$ cat config.mk
export PLATFORM = sky130hd
export DESIGN_NAME = mips_multicycle_seq
export DESIGN_NICKNAME = d
export VERILOG_FILES = /design/src/rtl/mips_multicycle_seq_pkg.sv /design/src/rtl/mips_multicycle_seq_mem_wait_timer.sv /design/src/rtl/mips_multicycle_seq.sv
export SDC_FILE = /design/constraint.sdc
export NUM_CORES = 1
export LEC_CHECK = 0
export CORE_MARGIN = 2
export CORE_UTILIZATION = 25
export DETAILED_ROUTE_END_ITERATION = 12
export GPL_TIMING_DRIVEN = 0
export PLACE_DENSITY_LB_ADDON = 0.12
export SYNTH_ARGS = -nofsm -noshare
export SYNTH_HDL_FRONTEND = slang
export SYNTH_SLANG_ARGS = --single-unit
export TNS_END_PERCENT = 50
$ cat constraint.sdc
create_clock -name CLK -period 8.05 [get_ports CLK]
set_input_delay 1.61 -clock CLK [delete_from_list [all_inputs] [get_ports CLK]]
set_output_delay 1.61 -clock CLK [all_outputs]
set_load 0.005 [all_outputs]
$ cat src/rtl/mips_multicycle_seq_pkg.sv
// Shared types and constants for the multi-cycle MIPS sequencer.
//   state_e    : sequencer state encoding (also driven on the state port)
//   mem_bus_t  : registered memory request payload
//   OP_*       : instruction opcodes the sequencer distinguishes
package mips_multicycle_seq_pkg;

  localparam int unsigned XLEN = 32;
  localparam int unsigned OP_W = 6;

  typedef enum logic [2:0] {
    S_FETCH  = 3'd0,
    S_DECODE = 3'd1,
    S_EXEC   = 3'd2,
    S_MEM    = 3'd3,
    S_WB     = 3'd4,
    S_LOAD   = 3'd5,
    S_ERR    = 3'd6
  } state_e;

  typedef struct packed {
    logic            req;
    logic            wr;
    logic [XLEN-1:0] addr;
    logic [XLEN-1:0] wdata;
  } mem_bus_t;

  localparam logic [OP_W-1:0] OP_RTYPE = 6'h00;
  localparam logic [OP_W-1:0] OP_J     = 6'h02;
  localparam logic [OP_W-1:0] OP_BEQ   = 6'h04;
  localparam logic [OP_W-1:0] OP_ADDI  = 6'h08;
  localparam logic [OP_W-1:0] OP_ADDIU = 6'h09;
  localparam logic [OP_W-1:0] OP_SLTI  = 6'h0a;
  localparam logic [OP_W-1:0] OP_ANDI  = 6'h0c;
  localparam logic [OP_W-1:0] OP_ORI   = 6'h0d;
  localparam logic [OP_W-1:0] OP_LW    = 6'h23;
  localparam logic [OP_W-1:0] OP_SW    = 6'h2b;

  // Opcodes whose result comes from the external ALU and is written back.
  function automatic logic is_alu_op(input logic [OP_W-1:0] op);
    return (op == OP_RTYPE) || (op == OP_ADDI) || (op == OP_ADDIU) ||
           (op == OP_SLTI)  || (op == OP_ANDI) || (op == OP_ORI);
  endfunction

endpackage

$ cat src/rtl/mips_multicycle_seq_mem_wait_timer.sv
// Memory wait timer: counts cycles while a request is outstanding and
// flags expiry on the TIMEOUT-th cycle without an acknowledge.
//   clk, rst   : clock, async active-high reset
//   en_i       : request outstanding
//   ack_i      : acknowledge sampled this cycle
//   expire_c_o : combinational expiry flag (this is the TIMEOUT-th wait cycle)
module mem_wait_timer #(
  parameter int unsigned TIMEOUT = 16
) (
  input  logic clk,
  input  logic rst,
  input  logic en_i,
  input  logic ack_i,
  output logic expire_c_o
);

  localparam int unsigned CW = $clog2(TIMEOUT + 1);

  logic [CW-1:0] cnt_q, cnt_d;

  assign expire_c_o = en_i && (cnt_q == CW'(TIMEOUT - 1));

  // Restart for every new request; an ack or expiry ends the current one.
  always_comb begin
    cnt_d = cnt_q;
    if (!en_i || ack_i || expire_c_o) cnt_d = '0;
    else                              cnt_d = cnt_q + CW'(1);
  end

  always_ff @(posedge clk or posedge rst) begin
    if (rst) cnt_q <= '0;
    else     cnt_q <= cnt_d;
  end

endmodule

$ cat src/rtl/mips_multicycle_seq.sv
// Multi-cycle MIPS sequencer: owns PC, IR and writeback data, and steps each
// instruction through FETCH/DECODE/EXEC/MEM/WB over one shared req/ack memory
// port. Also streams instruction words into memory in load mode (WE/W_Ins).
//   CLK, RST                     : clock, async active-high reset
//   WE, W_Ins                    : load-mode request and word to store
//   mem_req/wr/addr/wdata        : registered memory request, held until ack
//   mem_rdata, mem_ack           : memory response
//   Result, Rdata2               : external ALU result and rt register data
//   branch_taken, branch_target  : external beq decision, valid in EXEC
//   PC, Ins, Wdata, reg_we       : program counter, IR, writeback data/strobe
//   state, err, retired          : state encoding, sticky timeout, retire count
module mips_multicycle_seq import mips_multicycle_seq_pkg::*; #(
  parameter logic [31:0] PC_RESET = 32'h0000_0000,
  parameter int unsigned TIMEOUT  = 16,
  parameter int unsigned CNT_W    = 16
) (
  input  logic             CLK,
  input  logic             RST,
  input  logic             WE,
  input  logic [31:0]      W_Ins,
  output logic             mem_req,
  output logic             mem_wr,
  output logic [31:0]      mem_addr,
  output logic [31:0]      mem_wdata,
  input  logic [31:0]      mem_rdata,
  input  logic             mem_ack,
  input  logic [31:0]      Result,
  input  logic [31:0]      Rdata2,
  input  logic             branch_taken,
  input  logic [31:0]      branch_target,
  output logic [31:0]      PC,
  output logic [31:0]      Ins,
  output logic [31:0]      Wdata,
  output logic             reg_we,
  output logic [2:0]       state,
  output logic             err,
  output logic [CNT_W-1:0] retired
);

  state_e           state_q, state_d;
  mem_bus_t         mem_q, mem_d;
  logic [31:0]      pc_q, pc_d;
  logic [31:0]      ir_q, ir_d;
  logic [31:0]      wdata_q, wdata_d;   // MDR for lw, captured Result otherwise
  logic [31:0]      ld_addr_q, ld_addr_d;
  logic             reg_we_q, reg_we_d;
  logic             err_q, err_d;
  logic [CNT_W-1:0] retired_q, retired_d;

  logic             expire_c;
  logic             done_c;
  logic             retire_c;
  logic [5:0]       op_c;

  mem_wait_timer #(.TIMEOUT(TIMEOUT)) u_timer (
    .clk        (CLK),
    .rst        (RST),
    .en_i       (mem_q.req),
    .ack_i      (mem_ack),
    .expire_c_o (expire_c)
  );

  // Timeout outranks a same-cycle ack; an ack without a request is ignored.
  assign done_c = mem_q.req && mem_ack && !expire_c;
  assign op_c   = ir_q[31:26];

  // Next-state and datapath register updates.
  always_comb begin
    state_d   = state_q;
    mem_d     = mem_q;
    pc_d      = pc_q;
    ir_d      = ir_q;
    wdata_d   = wdata_q;
    ld_addr_d = ld_addr_q;
    reg_we_d  = 1'b0;
    err_d     = err_q;
    retired_d = retired_q;
    retire_c  = 1'b0;

    if (mem_q.req && (expire_c || mem_ack)) mem_d.req = 1'b0;

    case (state_q)
      S_FETCH: begin
        if (!mem_q.req) begin
          if (WE) begin
            state_d   = S_LOAD;
            ld_addr_d = PC_RESET;
          end else begin
            mem_d = '{req: 1'b1, wr: 1'b0, addr: pc_q, wdata: 32'h0};
          end
        end else if (done_c) begin
          ir_d    = mem_rdata;
          pc_d    = pc_q + 32'd4;
          state_d = S_DECODE;
        end
      end
      S_DECODE: state_d = S_EXEC;
      S_EXEC: begin
        case (op_c)
          OP_BEQ: begin
            if (branch_taken) pc_d = branch_target;
            retire_c = 1'b1;
            state_d  = S_FETCH;
          end
          OP_J: begin
            pc_d     = {pc_q[31:28], ir_q[25:0], 2'b00};
            retire_c = 1'b1;
            state_d  = S_FETCH;
          end
          OP_LW, OP_SW: state_d = S_MEM;
          default: begin
            if (is_alu_op(op_c)) begin
              wdata_d  = Result;
              reg_we_d = 1'b1;
              state_d  = S_WB;
            end else begin
              retire_c = 1'b1;
              state_d  = S_FETCH;
            end
          end
        endcase
      end
      S_MEM: begin
        if (!mem_q.req) begin
          mem_d = '{req: 1'b1, wr: (op_c == OP_SW), addr: Result, wdata: Rdata2};
        end else if (done_c) begin
          if (op_c == OP_SW) begin
            retire_c = 1'b1;
            state_d  = S_FETCH;
          end else begin
            wdata_d  = mem_rdata;
            reg_we_d = 1'b1;
            state_d  = S_WB;
          end
        end
      end
      S_WB: begin
        retire_c = 1'b1;
        state_d  = S_FETCH;
      end
      S_LOAD: begin
        // WE is only looked at between requests, so a falling WE lets the
        // outstanding write complete first.
        if (!mem_q.req) begin
          if (WE) begin
            mem_d = '{req: 1'b1, wr: 1'b1, addr: ld_addr_q, wdata: W_Ins};
          end else begin
            pc_d    = PC_RESET;
            err_d   = 1'b0;
            state_d = S_FETCH;
          end
        end else if (done_c) begin
          ld_addr_d = ld_addr_q + 32'd4;
        end
      end
      S_ERR: begin
        if (WE) begin
          state_d   = S_LOAD;
          ld_addr_d = PC_RESET;
        end
      end
      default: state_d = S_FETCH;
    endcase

    if (mem_q.req && expire_c) begin
      err_d   = 1'b1;
      state_d = S_ERR;
    end

    if (retire_c) retired_d = retired_q + CNT_W'(1);
  end

  // State and datapath registers.
  always_ff @(posedge CLK or posedge RST) begin
    if (RST) begin
      state_q   <= S_FETCH;
      mem_q     <= '0;
      pc_q      <= PC_RESET;
      ir_q      <= '0;
      wdata_q   <= '0;
      ld_addr_q <= PC_RESET;
      reg_we_q  <= 1'b0;
      err_q     <= 1'b0;
      retired_q <= '0;
    end else begin
      state_q   <= state_d;
      mem_q     <= mem_d;
      pc_q      <= pc_d;
      ir_q      <= ir_d;
      wdata_q   <= wdata_d;
      ld_addr_q <= ld_addr_d;
      reg_we_q  <= reg_we_d;
      err_q     <= err_d;
      retired_q <= retired_d;
    end
  end

  assign mem_req   = mem_q.req;
  assign mem_wr    = mem_q.wr;
  assign mem_addr  = mem_q.addr;
  assign mem_wdata = mem_q.wdata;
  assign PC        = pc_q;
  assign Ins       = ir_q;
  assign Wdata     = wdata_q;
  assign reg_we    = reg_we_q;
  assign state     = state_q;
  assign err       = err_q;
  assign retired   = retired_q;

endmodule

## Word-level counts from Yosys, hierarchy flattened

Index checks and enable logic that the tools add are counted.

| storage, ports and cells | value |
|---|---|
| flip-flop bits (word level) | 220 |

| cells by class | value |
|---|---|
| reduce and logical (&&, ||, !) cells | 33 |
| muxes and demuxes | 54 |
| add/sub/neg operators | 4 |
| eq/ne operators | 43 |

Operators with widths:

| kind | count |
|---|---|
| 32-bit two-way mux | 14 |
| 66-bit two-way mux | 5 |
| 66-bit one-hot mux with 3 select lines | 1 |
| 32-bit one-hot mux with 3 select lines | 2 |
| 32-bit one-hot mux with 2 select lines | 2 |
| 32-bit by 3-bit adder with 32-bit output (second input constant) | 2 |
| 2-bit inequality test (second input constant) | 18 |
| 6-bit by 4-bit equality test with 1-bit output (second input constant) | 5 |
| 3-bit two-way mux | 10 |
| 3-bit inequality test (second input constant) | 6 |
| 3-bit one-hot mux with 6 select lines | 1 |
| 16-bit by 1-bit adder with 16-bit output (second input constant) | 1 |
| 1-bit two-way mux | 14 |
| 6-bit equality test (second input constant) | 2 |
| 6-bit AND reduction | 2 |
| 3-bit equality test (second input constant) | 3 |
| 3-bit nonzero test | 3 |
| 1-bit logical OR | 8 |
| 8-bit AND reduction | 1 |
| 7-bit AND reduction | 1 |
| 3-bit by 2-bit equality test with 1-bit output (second input constant) | 2 |
| 6-bit by 2-bit equality test with 1-bit output (second input constant) | 1 |
| 6-bit by 3-bit equality test with 1-bit output (second input constant) | 1 |
| 6-bit logical NOT | 1 |
| other kinds (18) | 28 |

## Longest topological paths before layout

| depth | value |
|---|---|
| depth after elaboration | 10 |
| depth in mapped cells | 10 |
| mapped depth without buffers | 8 |

## Modules after synthesis

A second synthesis with hierarchy kept.

| second synthesis, totals | value |
|---|---|
| cell total of the unflattened synthesis | 1,127 |
| area, all modules | 11,061.9 um2 |

Modules (own cells, without submodules):

| module | instances | area an instance (um2) | seq. area each (um2) | cells an instance |
|---|---|---|---|---|
| mips_multicycle_seq | 1 | 10,815.4 | 5,330.1 | 1,105 |
| mem_wait_timer | 1 | 246.5 | 125.1 | 22 |

## Worst setup path before layout

No wires, ideal clock.

| path | value |
|---|---|
| path type | input port to flip-flop |
| start point | in mem_ack |
| end point | reg wdata_q[25] (netlist: Wdata[25]) |
| stages | 7 |
| setup time | 0.127 ns |
| data arrival time | 2.873 ns |
| slack | 5.049 ns |
| cells stage by stage | and3b_1 clkbuf_1 o21ai_0 or3_1 buf_2 buf_6 mux2_1 |

| on the way | value |
|---|---|
| word-level cells in the longest chain between the ends | 4 |

Ends and longest elaborated chain:

| element | RTL line | RTL |
|---|---|---|
| start, declared | mips_multicycle_seq.sv:26 | `input logic mem_ack,` |
| 1-bit logical AND (2 in a row) | mips_multicycle_seq.sv:64 | `assign done_c = mem_q.req && mem_ack && !expire_c;` |
| 2-bit inequality test (no line) | -- |  |
| 6-bit AND reduction (no line) | -- |  |
| end signal, assigned | mips_multicycle_seq.sv:190 | `wdata_q <= wdata_d;` |
| end, declared | mips_multicycle_seq.sv:44 | `logic [31:0] wdata_q, wdata_d;` |

No other way between the ends.
A chain may end at the register's enable or synchronous reset.

## Worst setup path after layout

| path | value |
|---|---|
| start point | in mem_ack |
| end point | reg ld_addr_q[22] |

| on the way | value |
|---|---|
| word-level cells in the longest chain between the ends | 4 |

Ends and longest elaborated chain:

| element | RTL line | RTL |
|---|---|---|
| 1-bit logical AND (2 in a row) | mips_multicycle_seq.sv:64 |  |
| 2-bit inequality test (no line) | -- |  |
| 4-bit AND reduction (no line) | -- |  |
| end signal, assigned | mips_multicycle_seq.sv:191 | `ld_addr_q <= ld_addr_d;` |
| end, declared | mips_multicycle_seq.sv:45 | `logic [31:0] ld_addr_q, ld_addr_d;` |

No other way between the ends.

==> impl_metrics.yaml <==
timing:
  finalCriticalPeriod_ps: 3690
  slew_viol_final: 0
  finalSetupTns_ps: 0
  fin_skew_ps: 9.13
  setup_viol: 0
  timing.final.crit_share: 0.458
  rsz0062_at_grt: "no"
  fmax_mhz: 271
  fin_ws_ps: 4360
  tightest_slew_ps: 1030
  hold_violations: 0
  timing.hold.ws_ps: 471
  maxSlewHeadroom: 0.315
floorplanning:
  initial_core_util: 0.253
  io_pins: 348
  fp.dieArea_um2: 46400
  die_w_um: 215
  core_region_area_um2: 44200
  die_height_um: 215
  rows: 77
clocking:
  htree_levels: 1
  cts_setup_buffers: 0
  clk_latency_ps: 580
  cts-root-buf: "clkbuf_16"
  cts.clk_slew.worst_paths_ps: 60
  cts_resized: 0
  cts_buffers: 29
  postCtsHoldBufs: 0
  cts_tree: "yes"
  ctsLongestPathBuffers: 3
  cts_sinks: 218
logic_synthesis:
  ys_ff_latch: 218
  synthMuxAreaShare: 0.0907
  synth-seq-area-share: 0.488
  avgSynthCellArea_um2: 10.0
  synthDistinctLibCells: 81
  synth_fa_ha_area_frac: 0.00560
  synth_edf_count: 0
  synth_nets: 1288
  synthFlopType: "dfrtp_1"
  yosys.area_share.simple: 0.179
  yosys.area.top_type: "dfrtp_1"
  yosys.area.top_type_share: 0.488
  ys_warn_count: 0
  synth_compound_area_frac: 0.167
  synthArstFlopShare: 1.00
  synthXorXnorAreaFrac: 0.0188
  synth_top_family_by_area: "simple AND/OR/NAND/NOR gates"
  synth_cells: 1118
  synthesis.area_um2: 11200
  synth.area.top_cells: "dfrtp_1 (49%), nand2_1 (7.2%), mux2_2 (6.8%), a222oi_1 (5.7%), o21ai_0 (2.5%)"
grt:
  busiest_layer: "met2"
  use_met1: 0.270
  grt_pass1_vias: 10819
  grt_max_degree: 91
  grt_pass1_wl_mm: 70.1
  gr-total-overflow: 0
  use_met2: 0.327
  grtUsageTotal: 0.200
  antenna_found_initial: 0
  grtUsageMet3: 0.0462
power:
  seqPwrFrac: 0.331
  p_per_area_nw_per_um2: 340
  pwr-share-comb: 0.449
  p_clk_frac: 0.220
  p_total_mw: 5.54
  internal_power_mw: 3.43
  power.switching_mw: 2.11
  p_sw_frac: 0.381
  power_leakage_nw: 7.03
  ir_drop_mv: 0.142
final_layout:
  synthToLayoutAreaGrowth_pct: 46.0
  fillCellCount: 4463
  final_core_util: 0.369
  final_net_count: 1668
  postLayoutCellArea_um2: 16300
  n_antenna_cell: 0
  drive_gt1_frac: 0.109
  final_cells: 2110
critical_path:
  end_kind: "flip-flop"
  arrival_ps: 4180
  cp_max_fo: 10
  worstSetupStartpointType: "primary input"
  required_ps: 8550
  path_class: "in2reg"
placed_design:
  port_buffers: 347
  dp_worst_setup_slack_ps: 3780
  place.gp.congestion: 0.802
  dp_cells: 2059
  post-dp-hpwl_mm: 35.4
  postPlaceCellArea_um2: 15500
worst_hold_path:
  holdCritPathClass: "reg2reg"
route:
  drtAntennaViolNets: 0
  drt_iter0_drc: 891
  vias_per_cell: 5.03
  drt_first_pass_iters: 6
  num_vias: 10606
  routed_wl_mm: 47.2
  drcViolationCount: 0
  wire_per_inst_um: 22.4
flow_run:
  cap_viol_max_count: 0
run_status:
  outcome: "finished, final reports clean"
final cells by class:
| cell class | count | area, um2 | share of cell area |
|---|---|---|---|
| plain buffers | 76 | 389 | 0.0238 |
| clock inverters | 8 | 47.5 | 0.00291 |
| multi-input cells | 776 | 5150 | 0.316 |
| repair buffers | 349 | 3530 | 0.216 |
| well taps | 592 | 741 | 0.0454 |
| clock buffers | 43 | 818 | 0.0501 |
| inverters | 48 | 188 | 0.0115 |
| flip-flops and latches | 218 | 5460 | 0.334 |
logic make-up after synthesis:
kind of cell / Yosys count
AO/OA/AOI/OAI: 243
XOR/XNOR: 24
adder cells (fa/ha/maj): 5
buffers and inverters: 124
flip-flops: 218
multiplexers: 92
AND/OR/NAND/NOR: 412
power by group through the flow:
| stage | Clock, mW | Sequential [mW] | Combinational (mW) |
|---|---|---|---|
| after detailed placement | 0 | 1.85 | 2.51 |
| after floorplan | 0 | 1.78 | 1.14 |
| after global routing | 1.30 | 1.89 | 2.70 |
| final | 1.22 | 1.84 | 2.49 |
| after CTS | 1.26 | 1.83 | 2.52 |
| after global placement | 0 | 1.84 | 2.49 |
per-layer routing:
layer	wire length [um]	share of wire	vias up
met2	22300	0.47	356
met1	20900	0.44	5308
met5	0	0	-
met3	3140	0.066	44
met4	881	0.019	0
li1	-	-	4898
critical path, stage by stage:
cell and delay, ps:
clkdlybuf4s50_1 530, nand3b_1 390, nor2_1 510, o2111ai_1 320, clkbuf_1 310, or3_1 360, a21oi_1 140
cell usage in the layout (no fill, tap or decap), drive strengths merged, types with 7 or more instances in the layout:
cell type	instances
nand2	214
nor2b	7
and4	10
mux2i	18
o2bb2ai	9
and2	9
a22o	18
nand3	30
mux2	74
dfrtp	218
clkdlybuf4s50	347
o21ai	56
a21oi	28
a222oi	64
xor2	10
nor2	49
or4	9
buf	38
inv	49
or3	12
xnor2	14
clkinv	7
clkbuf	83
and3	7
nor4	7
nand4	16
nor3	21
flip-flops by register name (all words and copies together), names as in the netlist:
register	count
mem_addr	32
u_timer.cnt_q	5
mem_wdata	32
err	1
retired	16
mem_wr	1
reg_we	1
mem_req	1
PC	32
state	3
ld_addr_q	30
Wdata	32
Ins	32
synthesized netlist by cell type, types with 6 or more instances:
master     count
and3_1         6
inv_1         48
o32ai_1        6
nor4_1         6
or4_1          8
dfrtp_1      218
mux2_2        67
o2bb2ai_1      9
clkbuf_1      40
xnor2_1       14
and4_1        10
mux2i_1       18
and2_1         8
a21oi_1       28
nand4_1       15
nor3_1        20
a222oi_1      64
o21ai_0       55
or3_1         12
nor2b_1        7
buf_4          7
nand3_1       30
nor2_1        48
a22o_1        18
buf_2         20
nand2_1      213
mux2_1         7
buf_6          7
xor2_1        10
worst paths after layout:
check	slack (ps)	cells past startpoint	start	end
max reg2reg	4800	9	u_timer.cnt_q[0]	ld_addr_q[22]
min	470	1	retired[15]	retired[15]
max	4360	7	mem_ack	ld_addr_q[22]
min in group asynchronous	1420	2	RST	retired[6]
min reg2reg	470	1	retired[15]	retired[15]
max in group asynchronous	5790	3	RST	Wdata[12]
Note: power is estimated with default switching activity, not from simulation.
